$ cat src/rtl/ty_ctrl_pkg.sv
// ty_ctrl_pkg: shared FSM state encoding and default sequencing parameters
package ty_ctrl_pkg;
  typedef enum logic [2:0] {ST_IDLE, ST_RUN, ST_FLUSH, ST_DRAIN, ST_DONE} state_e;
  localparam int unsigned PIPE_LAT_DEF = 6;
  localparam int unsigned BEAT_SHIFT_DEF = 2;
endpackage

$ cat src/rtl/ty_beat_counter.sv
// ty_beat_counter: saturating beat counter with clear, enable and terminal detect
module ty_beat_counter #(
  parameter int unsigned W = 32
) (
  input  logic         aclk,
  input  logic         areset,
  input  logic         clr,
  input  logic         en,
  input  logic [W-1:0] term,
  output logic [W-1:0] cnt,
  output logic         last
);
  logic [W-1:0] cnt_q, cnt_d;
  always_comb cnt_d = clr ? '0 : (en && cnt_q != '1) ? cnt_q + W'(1) : cnt_q;
  always_ff @(posedge aclk) cnt_q <= areset ? '0 : cnt_d;
  assign cnt = cnt_q;
  // high on the increment that lands exactly on term
  assign last = en && ({1'b0, cnt_q} + (W+1)'(1) == {1'b0, term});
endmodule

$ cat src/rtl/ty_stream_seq.sv
// ty_stream_seq: sequences one streaming transfer through a fixed-latency kernel,
// then pushes flush bubbles so the tail of the transfer drains out.
module ty_stream_seq
  import ty_ctrl_pkg::*;
#(
  parameter int unsigned PIPE_LAT   = PIPE_LAT_DEF,
  parameter int unsigned BEAT_SHIFT = BEAT_SHIFT_DEF,
  parameter int unsigned CNT_W      = 32
) (
  input  logic             aclk,
  input  logic             areset,
  input  logic             start,
  input  logic [CNT_W-1:0] xfer_bytes,
  output logic             busy,
  output logic             done,
  input  logic             s_tvalid,
  output logic             s_tready,
  output logic             k_ivalid,
  input  logic             k_iready,
  input  logic             k_ovalid,
  output logic             k_oready,
  output logic             m_tvalid,
  input  logic             m_tready,
  output logic [CNT_W-1:0] in_cnt,
  output logic [CNT_W-1:0] out_cnt
);
  state_e state_q, state_d;
  logic [CNT_W-1:0] beats_q, beats_d, flush_cnt;
  logic clr, run, flush, active, out_below;
  logic in_en, flush_en, out_en, in_last, flush_last, out_last, flush_fin;

  assign run       = state_q == ST_RUN;
  assign flush     = state_q == ST_FLUSH;
  assign active    = run || flush || state_q == ST_DRAIN;
  assign out_below = out_cnt < beats_q;
  assign busy      = state_q != ST_IDLE;
  assign done      = state_q == ST_DONE;
  assign s_tready  = run && k_iready;
  assign k_ivalid  = (run && s_tvalid) || flush;
  assign m_tvalid  = active && k_ovalid && out_below;
  // once every real beat is out, anything else the kernel emits is a bubble and is dropped
  assign k_oready  = active && (out_below ? m_tready : 1'b1);
  assign in_en     = run && s_tvalid && k_iready;
  assign flush_en  = flush && k_iready;
  assign out_en    = m_tvalid && m_tready;
  assign flush_fin = flush_last || flush_cnt >= CNT_W'(PIPE_LAT);

  ty_beat_counter #(.W(CNT_W)) u_in_cnt (
    .aclk(aclk), .areset(areset), .clr(clr), .en(in_en),
    .term(beats_q), .cnt(in_cnt), .last(in_last)
  );
  ty_beat_counter #(.W(CNT_W)) u_out_cnt (
    .aclk(aclk), .areset(areset), .clr(clr), .en(out_en),
    .term(beats_q), .cnt(out_cnt), .last(out_last)
  );
  ty_beat_counter #(.W(CNT_W)) u_flush_cnt (
    .aclk(aclk), .areset(areset), .clr(clr), .en(flush_en),
    .term(CNT_W'(PIPE_LAT)), .cnt(flush_cnt), .last(flush_last)
  );

  // completion of the output side overrides any other progress
  always_comb begin
    state_d = state_q;
    beats_d = beats_q;
    clr     = 1'b0;
    case (state_q)
      ST_IDLE: if (start) begin
        clr     = 1'b1;
        beats_d = xfer_bytes >> BEAT_SHIFT;
        state_d = (beats_d == '0) ? ST_DONE : ST_RUN;
      end
      ST_RUN:   state_d = out_last ? ST_DONE : in_last ? ST_FLUSH : ST_RUN;
      ST_FLUSH: state_d = out_last ? ST_DONE : flush_fin ? ST_DRAIN : ST_FLUSH;
      ST_DRAIN: state_d = out_last ? ST_DONE : ST_DRAIN;
      default:  state_d = ST_IDLE;
    endcase
  end

  always_ff @(posedge aclk) begin
    if (areset) begin
      state_q <= ST_IDLE;
      beats_q <= '0;
    end else begin
      state_q <= state_d;
      beats_q <= beats_d;
    end
  end
endmodule

$ cat config.mk
export PLATFORM = sky130hd
export DESIGN_NAME = ty_stream_seq
export DESIGN_NICKNAME = d
export VERILOG_FILES = /design/src/rtl/ty_ctrl_pkg.sv /design/src/rtl/ty_beat_counter.sv /design/src/rtl/ty_stream_seq.sv
export SDC_FILE = /design/constraint.sdc
export NUM_CORES = 1
export LEC_CHECK = 0
export BUFFER_PORTS_ARGS = -buffer_cell sky130_fd_sc_hd__buf_2
export CORE_MARGIN = 2
export CORE_UTILIZATION = 40
export DETAILED_ROUTE_END_ITERATION = 8
export GPL_TIMING_DRIVEN = 0
export PLACE_DENSITY = 0.6
export REMOVE_ABC_BUFFERS = 1
export SLEW_MARGIN = 25
export SYNTH_ARGS = -nofsm -noshare
export SYNTH_HDL_FRONTEND = slang
export SYNTH_SLANG_ARGS = --single-unit
$ cat constraint.sdc
create_clock -name aclk -period 7.5 [get_ports aclk]
set_input_delay 1.125 -clock aclk [delete_from_list [all_inputs] [get_ports aclk]]
set_output_delay 1.125 -clock aclk [all_outputs]
set_load 0.05 [all_outputs]
* Yosys cells after proc, flatten, opt, wreduce, memory -nomap -nowiden
Index checks and enable logic that the tools add are counted.
** Word-level totals
- Flip-flop bits (word level) :: 129
- Latch bits :: 0
- Memory bits (writable) :: 0
- Bits in read-only memories :: 0
- Input port bits :: 39
- Output and inout bits :: 70
- Word-level logic and storage cells :: 58
- Memories kept :: 0
** Cells by class
- Add/subtract/negate cells :: 6
- $mul :: 0
- Div/mod/pow operators :: 0
- $lt $le $gt $ge :: 2
- Equality and inequality tests :: 11
- Shift-type cells :: 0
- Muxes and demuxes :: 11
- Bitwise logic cells :: 0
- Reduce and logical (&&, ||, !) cells :: 23
** Operator list (number)
- $add 32x1->33 const B :: 3
- $add 32x1->32 const B :: 3
- $ne 32x32->1 const B :: 3
- $eq 33x30->1 :: 2
- $eq 33x3->1 const B :: 1
- $ge 32x3->1 const B :: 1
- $logic_not 32->1 :: 1
- $lt 32x30->1 :: 1
- $mux 3 :: 5
- $logic_and 1x1->1 :: 14
- $pmux 3 s4 :: 1
- $eq 3x2->1 const B :: 2
- $logic_or 1x1->1 :: 4
- $mux 1 :: 4
- $eq 3x1->1 const B :: 1
- $eq 3x3->1 const B :: 1
- $logic_not 3->1 :: 1
- $reduce_bool 3->1 :: 1
- $mux 2 :: 1
- $ne 2x2->1 const B :: 1
- $reduce_and 2->1 :: 1
- $reduce_or 2->1 :: 1

* Longest topological paths before layout
Gate-level depths: netlist of run 1.
- Depth after elaboration :: 9
- Mapped depth :: 12
- Gate-level depth less buffers :: 10

* By module
A second synthesis of run 1 with hierarchy kept.
** Unflattened totals
- Cells, all modules :: 1229
- Area, all modules :: 9490.4 um2
** By module, submodules not included
- ty_beat_counter :: times used 3, cells an instance 312, area each 2449.8 um2, seq. area each 640.6 um2
- ty_stream_seq :: times used 1, cells an instance 293, area each 2140.8 um2, seq. area each 660.6 um2

* Least setup slack after synthesis of run 1
OpenSTA, ideal clock, no wires.
- Path type :: flip-flop to output port
- Start point :: register u_out_cnt.cnt_q[9] (netlist: u_out_cnt.cnt[9])
- End point :: output m_tvalid
- Arrival :: 2.483 ns
- Data required time :: 6.375 ns
- Path slack :: 3.892 ns
- Cell stages (with the launch flop) :: 8
- Path buffers :: 0
- Cells stage by stage :: dfxtp_1 -> ha_1 -> a21o_1 -> a21o_1 -> a221oi_1 -> o211ai_1 -> a21oi_1 -> and3_1
** On the way
- Word-level cells in the longest chain between the ends :: 2
** RTL lines
- start, declared :: line ty_beat_counter.sv:13 : logic [W-1:0] cnt_q, cnt_d;
- start signal, assigned :: line ty_beat_counter.sv:15 : always_ff @(posedge aclk) cnt_q <= areset ? '0 : cnt_d;
- $lt 32x30->1 :: line ty_stream_seq.sv:35 : assign out_below = out_cnt < beats_q;
- $logic_and 1x1->1 :: line ty_stream_seq.sv:40 : assign m_tvalid = active && k_ovalid && out_below;
- end, declared :: line ty_stream_seq.sv:22 : output logic m_tvalid,
No other way between the ends.

* Final worst setup path of run 1
- Start point :: register beats_q[24]
- End point :: output k_oready
** On the way
- Word-level cells in the longest chain between the ends :: 3
** RTL lines
- start, declared :: line ty_stream_seq.sv:28 : logic [CNT_W-1:0] beats_q, beats_d, flush_cnt;
- start signal, assigned :: line ty_stream_seq.sv:85 : beats_q <= beats_d;
- $lt 32x30->1 :: line ty_stream_seq.sv:35
- $mux 1 :: line ty_stream_seq.sv:42 : assign k_oready = active && (out_below ? m_tready : 1'b1);
- $logic_and 1x1->1 :: line ty_stream_seq.sv:42
- end, declared :: line ty_stream_seq.sv:21 : output logic k_oready,
No other way between the ends.

==> report_table.html, run 1 <==
<table>
<tr><th>Metric</th><th>Value</th></tr>
<tr><th colspan="2">Global route</th></tr>
<tr><td>Top Usage Layer GRT</td><td>met1</td></tr>
<tr><td>Final global-route overflow total</td><td>0</td></tr>
<tr><td>First-pass GRT wire length</td><td>42000 um</td></tr>
<tr><td>GRT Resource Usage Total</td><td>22.1%</td></tr>
<tr><td>Vias in the first global route</td><td>7717</td></tr>
<tr><td>Number of antenna violations at the first check in global routing</td><td>1</td></tr>
<tr><td>M3 GR Usage</td><td>3.16%</td></tr>
<tr><td>Met2 track demand over resource</td><td>32.7%</td></tr>
<tr><td>Maximum number of pins on one net before global-route repair</td><td>48</td></tr>
<tr><td>Met1 layer usage reported by global route</td><td>32.8%</td></tr>
<tr><th colspan="2">Finish</th></tr>
<tr><td>Layout fillers</td><td>2259</td></tr>
<tr><td>Layout overhead on the synthesized area</td><td>14.4%</td></tr>
<tr><td>Multi-input gate area in the final layout</td><td>5950 sq um</td></tr>
<tr><td>Sequential cell area</td><td>2580 sq um</td></tr>
<tr><td>Final net count</td><td>1326</td></tr>
<tr><td>Layout cells sized above 1</td><td>13.8%</td></tr>
<tr><th colspan="2">Flow run</th></tr>
<tr><td>Maximum Capacitance Violations</td><td>0</td></tr>
<tr><th colspan="2">Route</th></tr>
<tr><td>DRC violation count after routing</td><td>0</td></tr>
<tr><td>Via-per-instance ratio</td><td>5.57</td></tr>
<tr><td>Total wire length after detailed routing</td><td>26300 um</td></tr>
<tr><td>DRT iter0 DRCs</td><td>697</td></tr>
<tr><td>WL/cell</td><td>17.0 um</td></tr>
<tr><td>Via count</td><td>8609</td></tr>
<tr><td>Number of detailed-route iterations in the first pass</td><td>4</td></tr>
<tr><td>Count of nets left with antenna violations after detail routing</td><td>0</td></tr>
<tr><th colspan="2">STA</th></tr>
<tr><td>Final worst hold slack</td><td>0.528 ns</td></tr>
<tr><td>Final critical path time including I/O delays and setup</td><td>4.50 ns</td></tr>
<tr><td>RSZ-0062 raised after global routing</td><td>no</td></tr>
<tr><td>Final hold violation count</td><td>0</td></tr>
<tr><td>Final Max Slew Viols</td><td>0</td></tr>
<tr><td>Fmax achieved</td><td>222 MHz</td></tr>
<tr><td>Transition time at the pin with the least slew margin</td><td>0.979 ns</td></tr>
<tr><td>Worst-case clock skew</td><td>0.00719 ns</td></tr>
<tr><td>Max transition margin</td><td>34.1%</td></tr>
<tr><td>Final setup TNS</td><td>0 ns</td></tr>
<tr><td>Fraction of the cycle the final worst path needs</td><td>60.0%</td></tr>
<tr><td>Total setup violations reported at the end of the flow</td><td>0</td></tr>
<tr><th colspan="2">Synth</th></tr>
<tr><td>Cell area after synthesis</td><td>8950 sq um</td></tr>
<tr><td>#FFs+latches synth</td><td>129</td></tr>
<tr><td>Top cell type's share of synthesized area</td><td>28.8%</td></tr>
<tr><td>Cell types with the largest area share after synthesis</td><td>sky130_fd_sc_hd__dfxtp_1 29%, sky130_fd_sc_hd__xor2_1 8.4%, sky130_fd_sc_hd__xnor2_1 7.4%</td></tr>
<tr><td>Commonest register cell after synthesis</td><td>sky130_fd_sc_hd__dfxtp_1</td></tr>
<tr><td>Count of cell types in the netlist</td><td>71</td></tr>
<tr><td>Compound-cell area share of the yosys netlist</td><td>12.4%</td></tr>
<tr><td>Largest family of logic cells by synthesized area</td><td>simple AND/OR/NAND/NOR gates</td></tr>
<tr><td>Share of synthesized area occupied by flip-flops and latches</td><td>28.8%</td></tr>
<tr><td>Area fraction in and, or, nand and nor cells after synthesis</td><td>31.9%</td></tr>
<tr><td>Most numerous cell types in the synthesized netlist</td><td>144 x sky130_fd_sc_hd__nand2_1, 144 x sky130_fd_sc_hd__nor2_1, 129 x sky130_fd_sc_hd__dfxtp_1</td></tr>
<tr><td>Post-synthesis adder-cell area fraction</td><td>4.89%</td></tr>
<tr><td>Multiplexer share of the synthesized area</td><td>0.796%</td></tr>
<tr><td>Cell type with the highest aggregate area in the netlist</td><td>sky130_fd_sc_hd__dfxtp_1</td></tr>
<tr><td>Average cell area after synthesis</td><td>7.47 sq um</td></tr>
<tr><td>Number of synthesized flops with an enable pin</td><td>0</td></tr>
<tr><td>Yosys Warn Count</td><td>0</td></tr>
<tr><td>Instance count of the mapped netlist</td><td>1199</td></tr>
<tr><td>Post-synthesis share of cell area spent on xor and xnor gates</td><td>15.8%</td></tr>
<tr><td>Proportion of register bits with asynchronous set or reset after synthesis</td><td>0%</td></tr>
<tr><th colspan="2">Status</th></tr>
<tr><td>Run status</td><td>complete, no violations</td></tr>
<tr><th colspan="2">Clocking</th></tr>
<tr><td>CTS Buffer Depth</td><td>2</td></tr>
<tr><td>Post-cts repair resize count</td><td>0</td></tr>
<tr><td>CTS tree</td><td>yes</td></tr>
<tr><td>Clock edge transition at the registers on the reported setup and hold paths</td><td>0.06 ns</td></tr>
<tr><td>CTS Hold Bufs</td><td>0</td></tr>
<tr><td>Setup Fix Bufs, Post-CTS</td><td>0</td></tr>
<tr><td>Clock latency of the later-clocked register in the worst-skew pair</td><td>0.43 ns</td></tr>
<tr><td>CTS HTree Levels</td><td>4</td></tr>
<tr><td>TritonCTS sink count</td><td>129</td></tr>
<tr><td>Root buffer cell</td><td>sky130_fd_sc_hd__clkbuf_16</td></tr>
<tr><td>CTS buffer count</td><td>17</td></tr>
<tr><th colspan="2">Worst setup path</th></tr>
<tr><td>Startpoint of the most critical register-to-register path</td><td>u_out_cnt.cnt[3]</td></tr>
<tr><td>Depth of the most critical reg-to-reg path</td><td>8</td></tr>
<tr><td>Critical R2R Capture</td><td>state_q[2]</td></tr>
<tr><td>Slack of the worst reg-to-reg path</td><td>4.01 ns</td></tr>
<tr><td>CP Class</td><td>reg2out</td></tr>
<tr><td>Worst setup EP type</td><td>primary output</td></tr>
<tr><td>Required time reported for the critical path endpoint</td><td>6.38 ns</td></tr>
<tr><td>Startpoint type of the worst setup path</td><td>flop</td></tr>
<tr><td>CP Max Fanout</td><td>7</td></tr>
<tr><td>Worst setup path start</td><td>beats_q[24]</td></tr>
<tr><td>Worst endpoint data arrival time</td><td>3.38 ns</td></tr>
<tr><th colspan="2">Min path</th></tr>
<tr><td>Hold Crit Depth</td><td>2</td></tr>
<tr><td>Classification of the worst-slack hold path</td><td>reg2reg</td></tr>
<tr><td>Terminating pin of the worst hold path</td><td>u_in_cnt.cnt[1]</td></tr>
<tr><td>Critical hold path startpoint</td><td>u_in_cnt.cnt[1]</td></tr>
<tr><th colspan="2">Placement</th></tr>
<tr><td>Global placement routability congestion</td><td>0.891</td></tr>
<tr><td>Number of input and output port buffers inserted</td><td>106</td></tr>
<tr><td>Post-detailed-placement half-perimeter wirelength</td><td>20000 um</td></tr>
<tr><th colspan="2">Die</th></tr>
<tr><td>Die Area</td><td>23600 sq um</td></tr>
<tr><td>Die X-Extent</td><td>154 um</td></tr>
<tr><td>Height of the chip</td><td>154 um</td></tr>
<tr><td>Initial core utilization</td><td>40.9%</td></tr>
<tr><td>Number of standard-cell rows in the floorplan</td><td>54</td></tr>
<tr><td>Area of the core</td><td>21900 sq um</td></tr>
<tr><td>Ports</td><td>109</td></tr>
<tr><th colspan="2">Power and ir drop</th></tr>
<tr><td>Power per cell area</td><td>170 nW/um^2</td></tr>
<tr><td>Max VDD drop</td><td>109 uV</td></tr>
<tr><td>Leakage</td><td>3.87 nW</td></tr>
</table>
[worst max-delay path by stage]
stage	endpoint	slack, ns	depth (start not counted)
5_1_grt	k_oready	2.93	8
4_1_cts	k_oready	3.04	8
2_1_floorplan	u_out_cnt.cnt[23]	3.46	9
3_5_place_dp	k_oready	3.50	8
6_report	k_oready	3.00	8
3_3_place_gp	u_flush_cnt.cnt[1]	2.14	4
[worst max-delay path, cell delays in order, from the launching register on]
cell                      delay, ns
sky130_fd_sc_hd__dfxtp_1       0.53
sky130_fd_sc_hd__inv_1         0.22
sky130_fd_sc_hd__ha_1          0.33
sky130_fd_sc_hd__nand4_1       0.14
sky130_fd_sc_hd__nor4_1        0.55
sky130_fd_sc_hd__nand4_1       0.21
sky130_fd_sc_hd__nor3_1        0.45
sky130_fd_sc_hd__o41a_1        0.24
sky130_fd_sc_hd__buf_2         0.28
[registers in the layout, summed over array words and instances (netlist names)]
signal           count
u_flush_cnt.cnt     32
u_out_cnt.cnt       32
beats_q             30
u_in_cnt.cnt        32
state_q              3
[cells by family (layout without fill, tap and decap cells)]
| group | Yosys count | after routing |
|---|---|---|
| buf+inv | 122 | 188 |
| other cells | 0 | 1 |
| fa+ha+maj | 35 | 35 |
| mux | 7 | 7 |
| compound gates | 174 | 174 |
| simple gates | 570 | 570 |
| xor+xnor | 162 | 162 |
| flops | 129 | 129 |
[routing by layer]
layer	vias to the layer above	part of all wire, %
li1	4305	-
met2	247	44
met4	0	1.8
met5	-	0
met3	28	5.3
met1	4029	49
[power breakdown]
group / switching [mW] / leakage [nW] / internal [mW]
combinational: 0.0997 / 2.54 / 0.0623
clock: 0.316 / 0.292 / 0.546
sequential: 0.0233 / 1.04 / 0.697
total: 0.439 / 3.87 / 1.31
[cell usage in the layout, fill, tap and decap left out, types with 6 or more instances in the layout]
cell,netlist,final
sky130_fd_sc_hd__buf_2,5,106
sky130_fd_sc_hd__nand2b_1,7,6
sky130_fd_sc_hd__o31ai_1,6,6
sky130_fd_sc_hd__nor3_1,34,34
sky130_fd_sc_hd__o21ai_0,28,28
sky130_fd_sc_hd__and2_1,10,9
sky130_fd_sc_hd__inv_1,43,43
sky130_fd_sc_hd__a21o_1,8,8
sky130_fd_sc_hd__dfxtp_1,129,129
sky130_fd_sc_hd__clkbuf_16,0,17
sky130_fd_sc_hd__mux2i_1,6,6
sky130_fd_sc_hd__xor2_1,86,86
sky130_fd_sc_hd__and4_1,13,13
sky130_fd_sc_hd__ha_1,35,35
sky130_fd_sc_hd__o211ai_1,7,7
sky130_fd_sc_hd__a21oi_1,65,65
sky130_fd_sc_hd__nand2_1,144,143
sky130_fd_sc_hd__a31oi_1,9,8
sky130_fd_sc_hd__or2_2,7,7
sky130_fd_sc_hd__or3_1,13,13
sky130_fd_sc_hd__nor2_1,144,144
sky130_fd_sc_hd__a211oi_1,11,11
sky130_fd_sc_hd__and3_1,17,17
sky130_fd_sc_hd__xnor2_1,76,76
sky130_fd_sc_hd__nand4_1,53,53
sky130_fd_sc_hd__nor4_1,32,31
sky130_fd_sc_hd__nand3_1,65,65
[through the flow]
stage	setup WS, ns	area [sq um]	util, %	cells	total power, mW
detailed placement	3.50	9630	44.0	1513	0.895
global placement	2.14	9530	43.5	1507	0.889
CTS	3.04	10200	46.8	1545	1.76
global route	2.93	10200	46.8	1546	1.81
finish	3.00	10200	46.8	1546	1.74
floorplan	3.46	8650	-	1121	0.831
[final cells by class]
cell class / instances / share of cell area (%)
diodes: 1 / 0.0244
clock buffers: 22 / 4.63
clock inverters: 10 / 1.29
inverters: 44 / 1.61
multi-input cells: 948 / 58.0
flip-flops and latches: 129 / 25.2
well taps: 280 / 3.42
repair buffers: 112 / 5.78
Note: power is estimated with default switching activity, not from simulation.
==> inputs of run 2 (changes only) <==
--- a/config.mk
+++ b/config.mk
@@ -5,6 +5,7 @@
 export SDC_FILE = /design/constraint.sdc
 export NUM_CORES = 1
 export LEC_CHECK = 0
+export ABC_AREA = 1
 export BUFFER_PORTS_ARGS = -buffer_cell sky130_fd_sc_hd__buf_2
 export CORE_MARGIN = 2
 export CORE_UTILIZATION = 40
==> constraint.sdc (replaced) <==
create_clock -name aclk -period 4.2 [get_ports aclk]
set_input_delay 0.63 -clock aclk [delete_from_list [all_inputs] [get_ports aclk]]
set_output_delay 0.63 -clock aclk [all_outputs]
set_load 0.05 [all_outputs]
==> report_table.html, run 2 <==
<table>
<tr><th>Metric</th><th>Value</th></tr>
<tr><th colspan="2">Route</th></tr>
<tr><td>Total wire length after detailed routing</td><td>31800 um (was 26300 um)</td></tr>
<tr><td>Via count</td><td>10300 (was 8609)</td></tr>
<tr><td>DRT iter0 DRCs</td><td>945 (was 697)</td></tr>
<tr><td>WL/cell</td><td>16.2 um (was 17.0 um)</td></tr>
<tr><td>DRC violation count after routing</td><td>0 (unchanged)</td></tr>
<tr><td>Via-per-instance ratio</td><td>5.24 (was 5.57)</td></tr>
<tr><td>Count of nets left with antenna violations after detail routing</td><td>0 (unchanged)</td></tr>
<tr><td>Number of detailed-route iterations in the first pass</td><td>5 (was 4)</td></tr>
<tr><th colspan="2">Die</th></tr>
<tr><td>Initial core utilization</td><td>41.0% (was 40.9%)</td></tr>
<tr><td>Die Area</td><td>24600 sq um (was 23600 sq um)</td></tr>
<tr><td>Number of standard-cell rows in the floorplan</td><td>55 (was 54)</td></tr>
<tr><td>Area of the core</td><td>22800 sq um (was 21900 sq um)</td></tr>
<tr><td>Die X-Extent</td><td>157 um (was 154 um)</td></tr>
<tr><td>Ports</td><td>109 (unchanged)</td></tr>
<tr><td>Height of the chip</td><td>157 um (was 154 um)</td></tr>
<tr><th colspan="2">Worst setup path</th></tr>
<tr><td>CP Max Fanout</td><td>4 (was 7)</td></tr>
<tr><td>Worst setup path start</td><td>beats_q[29] (was beats_q[24])</td></tr>
<tr><td>Startpoint type of the worst setup path</td><td>flop (unchanged)</td></tr>
<tr><td>Worst setup EP type</td><td>primary output (unchanged)</td></tr>
<tr><td>Startpoint of the most critical register-to-register path</td><td>beats_q[29] (was u_out_cnt.cnt[3])</td></tr>
<tr><td>CP Class</td><td>reg2out (unchanged)</td></tr>
<tr><td>Critical Path Slowest Stage Cell</td><td>sky130_fd_sc_hd__dfxtp_1 (was sky130_fd_sc_hd__nor4_1)</td></tr>
<tr><td>Critical Path Most Common Cell</td><td>sky130_fd_sc_hd__inv_1 (was sky130_fd_sc_hd__nand4_1)</td></tr>
<tr><td>Slack of the worst reg-to-reg path</td><td>0.69 ns (was 4.01 ns)</td></tr>
<tr><td>Delay of the slowest critical-path stage</td><td>0.47 ns (was 0.55 ns)</td></tr>
<tr><td>Required time reported for the critical path endpoint</td><td>3.57 ns (was 6.38 ns)</td></tr>
<tr><td>Worst endpoint data arrival time</td><td>2.92 ns (was 3.38 ns)</td></tr>
<tr><td>Cells along the critical path</td><td>inv_1 -&gt; ha_1 -&gt; a211oi_1 -&gt; nand2_1 -&gt; nor3_1 -&gt; nand4_1 -&gt; inv_1 -&gt; buf_2 (was inv_1 -&gt; ha_1 -&gt; nand4_1 -&gt; nor4_1 -&gt; nand4_1 -&gt; nor3_1 -&gt; o41a_1 -&gt; buf_2)</td></tr>
<tr><th colspan="2">Synth</th></tr>
<tr><td>Share of synthesized area occupied by flip-flops and latches</td><td>27.7% (was 28.8%)</td></tr>
<tr><td>Instance count of the mapped netlist</td><td>1549 (was 1199)</td></tr>
<tr><td>Most numerous cell types in the synthesized netlist</td><td>453 x sky130_fd_sc_hd__nand2_1, 185 x sky130_fd_sc_hd__nor2_1, 168 x sky130_fd_sc_hd__inv_1 (was 144 x sky130_fd_sc_hd__nand2_1, 144 x sky130_fd_sc_hd__nor2_1, 129 x sky130_fd_sc_hd__dfxtp_1)</td></tr>
<tr><td>Proportion of register bits with asynchronous set or reset after synthesis</td><td>0% (unchanged)</td></tr>
<tr><td>Count of cell types in the netlist</td><td>36 (was 71)</td></tr>
<tr><td>Cell area after synthesis</td><td>9340 sq um (was 8950 sq um)</td></tr>
<tr><td>Most common cell in the netlist</td><td>sky130_fd_sc_hd__nand2_1</td></tr>
<tr><td>Cell type with the highest aggregate area in the netlist</td><td>sky130_fd_sc_hd__dfxtp_1 (unchanged)</td></tr>
<tr><td>Average cell area after synthesis</td><td>6.03 sq um (was 7.47 sq um)</td></tr>
<tr><td>#FFs+latches synth</td><td>129 (unchanged)</td></tr>
<tr><td>Cell types with the largest area share after synthesis</td><td>sky130_fd_sc_hd__dfxtp_1 28%, sky130_fd_sc_hd__nand2_1 18%, sky130_fd_sc_hd__nor2_1 7.4% (was sky130_fd_sc_hd__dfxtp_1 29%, sky130_fd_sc_hd__xor2_1 8.4%, sky130_fd_sc_hd__xnor2_1 7.4%)</td></tr>
<tr><td>Number of synthesized flops with an enable pin</td><td>0 (unchanged)</td></tr>
<tr><td>Top cell type's share of synthesized area</td><td>27.7% (was 28.8%)</td></tr>
<tr><td>Commonest register cell after synthesis</td><td>sky130_fd_sc_hd__dfxtp_1 (unchanged)</td></tr>
<tr><td>Yosys Warn Count</td><td>0 (unchanged)</td></tr>
<tr><th colspan="2">Clocking</th></tr>
<tr><td>Clock latency of the later-clocked register in the worst-skew pair</td><td>0.42 ns (was 0.43 ns)</td></tr>
<tr><td>CTS Hold Bufs</td><td>0 (unchanged)</td></tr>
<tr><td>CTS buffer count</td><td>17 (unchanged)</td></tr>
<tr><td>Clock edge transition at the registers on the reported setup and hold paths</td><td>0.06 ns (about the same)</td></tr>
<tr><td>Post-cts repair resize count</td><td>0 (unchanged)</td></tr>
<tr><td>TritonCTS sink count</td><td>129 (unchanged)</td></tr>
<tr><td>Setup Fix Bufs, Post-CTS</td><td>0 (unchanged)</td></tr>
<tr><td>CTS tree</td><td>yes (unchanged)</td></tr>
<tr><td>CTS Buffer Depth</td><td>2 (unchanged)</td></tr>
<tr><td>CTS HTree Levels</td><td>4 (unchanged)</td></tr>
<tr><td>Root buffer cell</td><td>sky130_fd_sc_hd__clkbuf_16 (unchanged)</td></tr>
<tr><th colspan="2">Flow run</th></tr>
<tr><td>Maximum Capacitance Violations</td><td>0 (unchanged)</td></tr>
<tr><th colspan="2">Placement</th></tr>
<tr><td>Inst Count DP</td><td>1932 (was 1513)</td></tr>
<tr><td>Post-detailed-placement half-perimeter wirelength</td><td>25000 um (was 20000 um)</td></tr>
<tr><td>Number of input and output port buffers inserted</td><td>106 (unchanged)</td></tr>
<tr><td>Global placement routability congestion</td><td>0.964 (was 0.891)</td></tr>
<tr><td>Total cell area at the placement stage</td><td>10200 sq um (was 9630 sq um)</td></tr>
<tr><th colspan="2">STA</th></tr>
<tr><td>Final worst hold slack</td><td>0.378 ns (was 0.528 ns)</td></tr>
<tr><td>Max transition margin</td><td>35.1% (was 34.1%)</td></tr>
<tr><td>Fraction of the cycle the final worst path needs</td><td>84.4%</td></tr>
<tr><td>Final critical path time including I/O delays and setup</td><td>3.55 ns</td></tr>
<tr><td>Final hold violation count</td><td>0 (unchanged)</td></tr>
<tr><td>Transition time at the pin with the least slew margin</td><td>0.972 ns (was 0.979 ns)</td></tr>
<tr><td>Total setup violations reported at the end of the flow</td><td>0 (unchanged)</td></tr>
<tr><td>Worst-case clock skew</td><td>0.00948 ns (was 0.00719 ns)</td></tr>
<tr><td>Final Max Slew Viols</td><td>0 (unchanged)</td></tr>
<tr><td>Fmax achieved</td><td>282 MHz</td></tr>
<tr><td>RSZ-0062 raised after global routing</td><td>no (unchanged)</td></tr>
<tr><th colspan="2">Global route</th></tr>
<tr><td>Vias in the first global route</td><td>9096 (was 7717)</td></tr>
<tr><td>Number of antenna violations at the first check in global routing</td><td>0 (was 1)</td></tr>
<tr><td>First-pass GRT wire length</td><td>49500 um (was 42000 um)</td></tr>
<tr><td>Maximum number of pins on one net before global-route repair</td><td>55 (was 48)</td></tr>
<tr><td>GRT Resource Usage Total</td><td>26.2% (was 22.1%)</td></tr>
<tr><td>Final global-route overflow total</td><td>0 (unchanged)</td></tr>
<tr><th colspan="2">Min path</th></tr>
<tr><td>Critical hold path startpoint</td><td>areset (was u_in_cnt.cnt[1])</td></tr>
<tr><td>Classification of the worst-slack hold path</td><td>in2reg (was reg2reg)</td></tr>
<tr><th colspan="2">Status</th></tr>
<tr><td>Run status</td><td>complete, no violations (unchanged)</td></tr>
<tr><th colspan="2">Power and ir drop</th></tr>
<tr><td>Leakage</td><td>4.61 nW (was 3.87 nW)</td></tr>
<tr><td>Power, Total</td><td>3.27 mW (was 1.74 mW)</td></tr>
<tr><td>Power per cell area</td><td>303 nW/um^2 (was 170 nW/um^2)</td></tr>
<tr><td>Max VDD drop</td><td>197 uV (was 109 uV)</td></tr>
<tr><th colspan="2">Finish</th></tr>
<tr><td>Leading cell type in the layout, fill and taps excluded</td><td>sky130_fd_sc_hd__nand2_1 (was sky130_fd_sc_hd__nor2_1)</td></tr>
<tr><td>Layout fillers</td><td>2389 (was 2259)</td></tr>
<tr><td>Number of cells in the finished layout apart from fillers</td><td>1964 (was 1546)</td></tr>
<tr><td>Multi-input gate area in the final layout</td><td>5960 sq um (was 5950 sq um)</td></tr>
<tr><td>Most frequent cells in the layout</td><td>452 x sky130_fd_sc_hd__nand2_1, 183 x sky130_fd_sc_hd__nor2_1, 167 x sky130_fd_sc_hd__inv_1, 131 x sky130_fd_sc_hd__o21ai_0, 129 x sky130_fd_sc_hd__dfxtp_1 (was 144 x sky130_fd_sc_hd__nor2_1, 143 x sky130_fd_sc_hd__nand2_1, 129 x sky130_fd_sc_hd__dfxtp_1, 106 x sky130_fd_sc_hd__buf_2, 86 x sky130_fd_sc_hd__xor2_1)</td></tr>
<tr><td>Layout cells sized above 1</td><td>11.0% (was 13.8%)</td></tr>
<tr><td>Layout overhead on the synthesized area</td><td>15.6% (was 14.4%)</td></tr>
<tr><td>Final net count</td><td>1712 (was 1326)</td></tr>
<tr><td>Sequential cell area</td><td>2580 sq um (unchanged)</td></tr>
<tr><td>Final Core Density</td><td>47.4% (was 46.8%)</td></tr>
<tr><td>Post-route design area</td><td>10800 sq um (was 10200 sq um)</td></tr>
<tr><td>Antenna Cells</td><td>0 (was 1)</td></tr>
</table>
==> run 2: changes by cell type in the layout (fill, tap and decap cells not counted), moves of 16 or more <==
cell                      change
sky130_fd_sc_hd__xnor2_1     -68
sky130_fd_sc_hd__o21ai_0    +103
sky130_fd_sc_hd__nand2_1    +309
sky130_fd_sc_hd__nor3_1      -22
sky130_fd_sc_hd__inv_1      +124
sky130_fd_sc_hd__nand4_1     -28
sky130_fd_sc_hd__nor4_1      -16
sky130_fd_sc_hd__a21oi_1     +55
sky130_fd_sc_hd__nand3_1     +57
sky130_fd_sc_hd__nor2_4      +16
sky130_fd_sc_hd__xor2_1      -62
sky130_fd_sc_hd__nor2_1      +39
sky130_fd_sc_hd__and3_1      -17
==> run 2: routing by layer <==
layer  share of wire (%)  wire length, um  vias up  track usage (%)
met5                   0                0        -                0
met4                 1.8              571        0             6.73
met3                 7.6             2410       36             5.26
met2                  41            13100      347             38.2
met1                  49            15700     4662             39.1
li1                    -                -     5255                -
==> run 2: cell type report <==
cell class | instances | share of cell area [%]
multi-input combinational | 1210 | 55.3
tap | 313 | 3.63
sequential | 129 | 23.9
timing repair buffer | 111 | 5.98
inverter | 169 | 5.90
clock buffer | 21 | 4.27
clock inverter | 11 | 1.04
==> run 2: worst paths after layout <==
kind	cells after the start	endpoint
worst max-delay path	8	m_tvalid
worst min register to register	2	beats_q[0]
worst min-delay path	2	beats_q[0]
worst max register to register	11	u_out_cnt.cnt[27]
==> run 2: per-stage QoR <==
| stage | setup TNS, ns | worst slack [ns] |
|---|---|---|
| 6_report | 0 | 0.654 |
| 5_1_grt | 0 | 0.521 |
| 4_1_cts | 0 | 0.734 |
| 3_5_place_dp | 0 | 0.830 |
| 3_3_place_gp | -104.60 | -1.37 |
| 2_1_floorplan | 0 | 0.316 |
==> run 2: power by group <==
group,internal (mW),switching [mW]
Sequential,1.26,0.0594
Combinational,0.142,0.311
Clock,0.899,0.595
Total,2.31,0.965
==> run 2: kinds of logic (layout without fill, tap and decap cells) <==
| kind of cell | after synthesis | count (layout) | share of synthesized area (%) |
|---|---|---|---|
| buf+inv | 210 | 312 | 8.78 |
| flops | 129 | 129 | 27.7 |
| xor+xnor | 35 | 35 | 3.74 |
| compound gates | 285 | 285 | 15.9 |
| simple gates | 855 | 855 | 39.3 |
| fa+ha+maj | 35 | 35 | 4.69 |
==> run 2: worst max-delay path: cells and delay by family, from the launching register on <==
family	cells	cell delay, ns
buf+inv	3	0.60
compound gates	1	0.27
simple gates	3	0.82
fa+ha+maj	1	0.33
flops	1	0.47
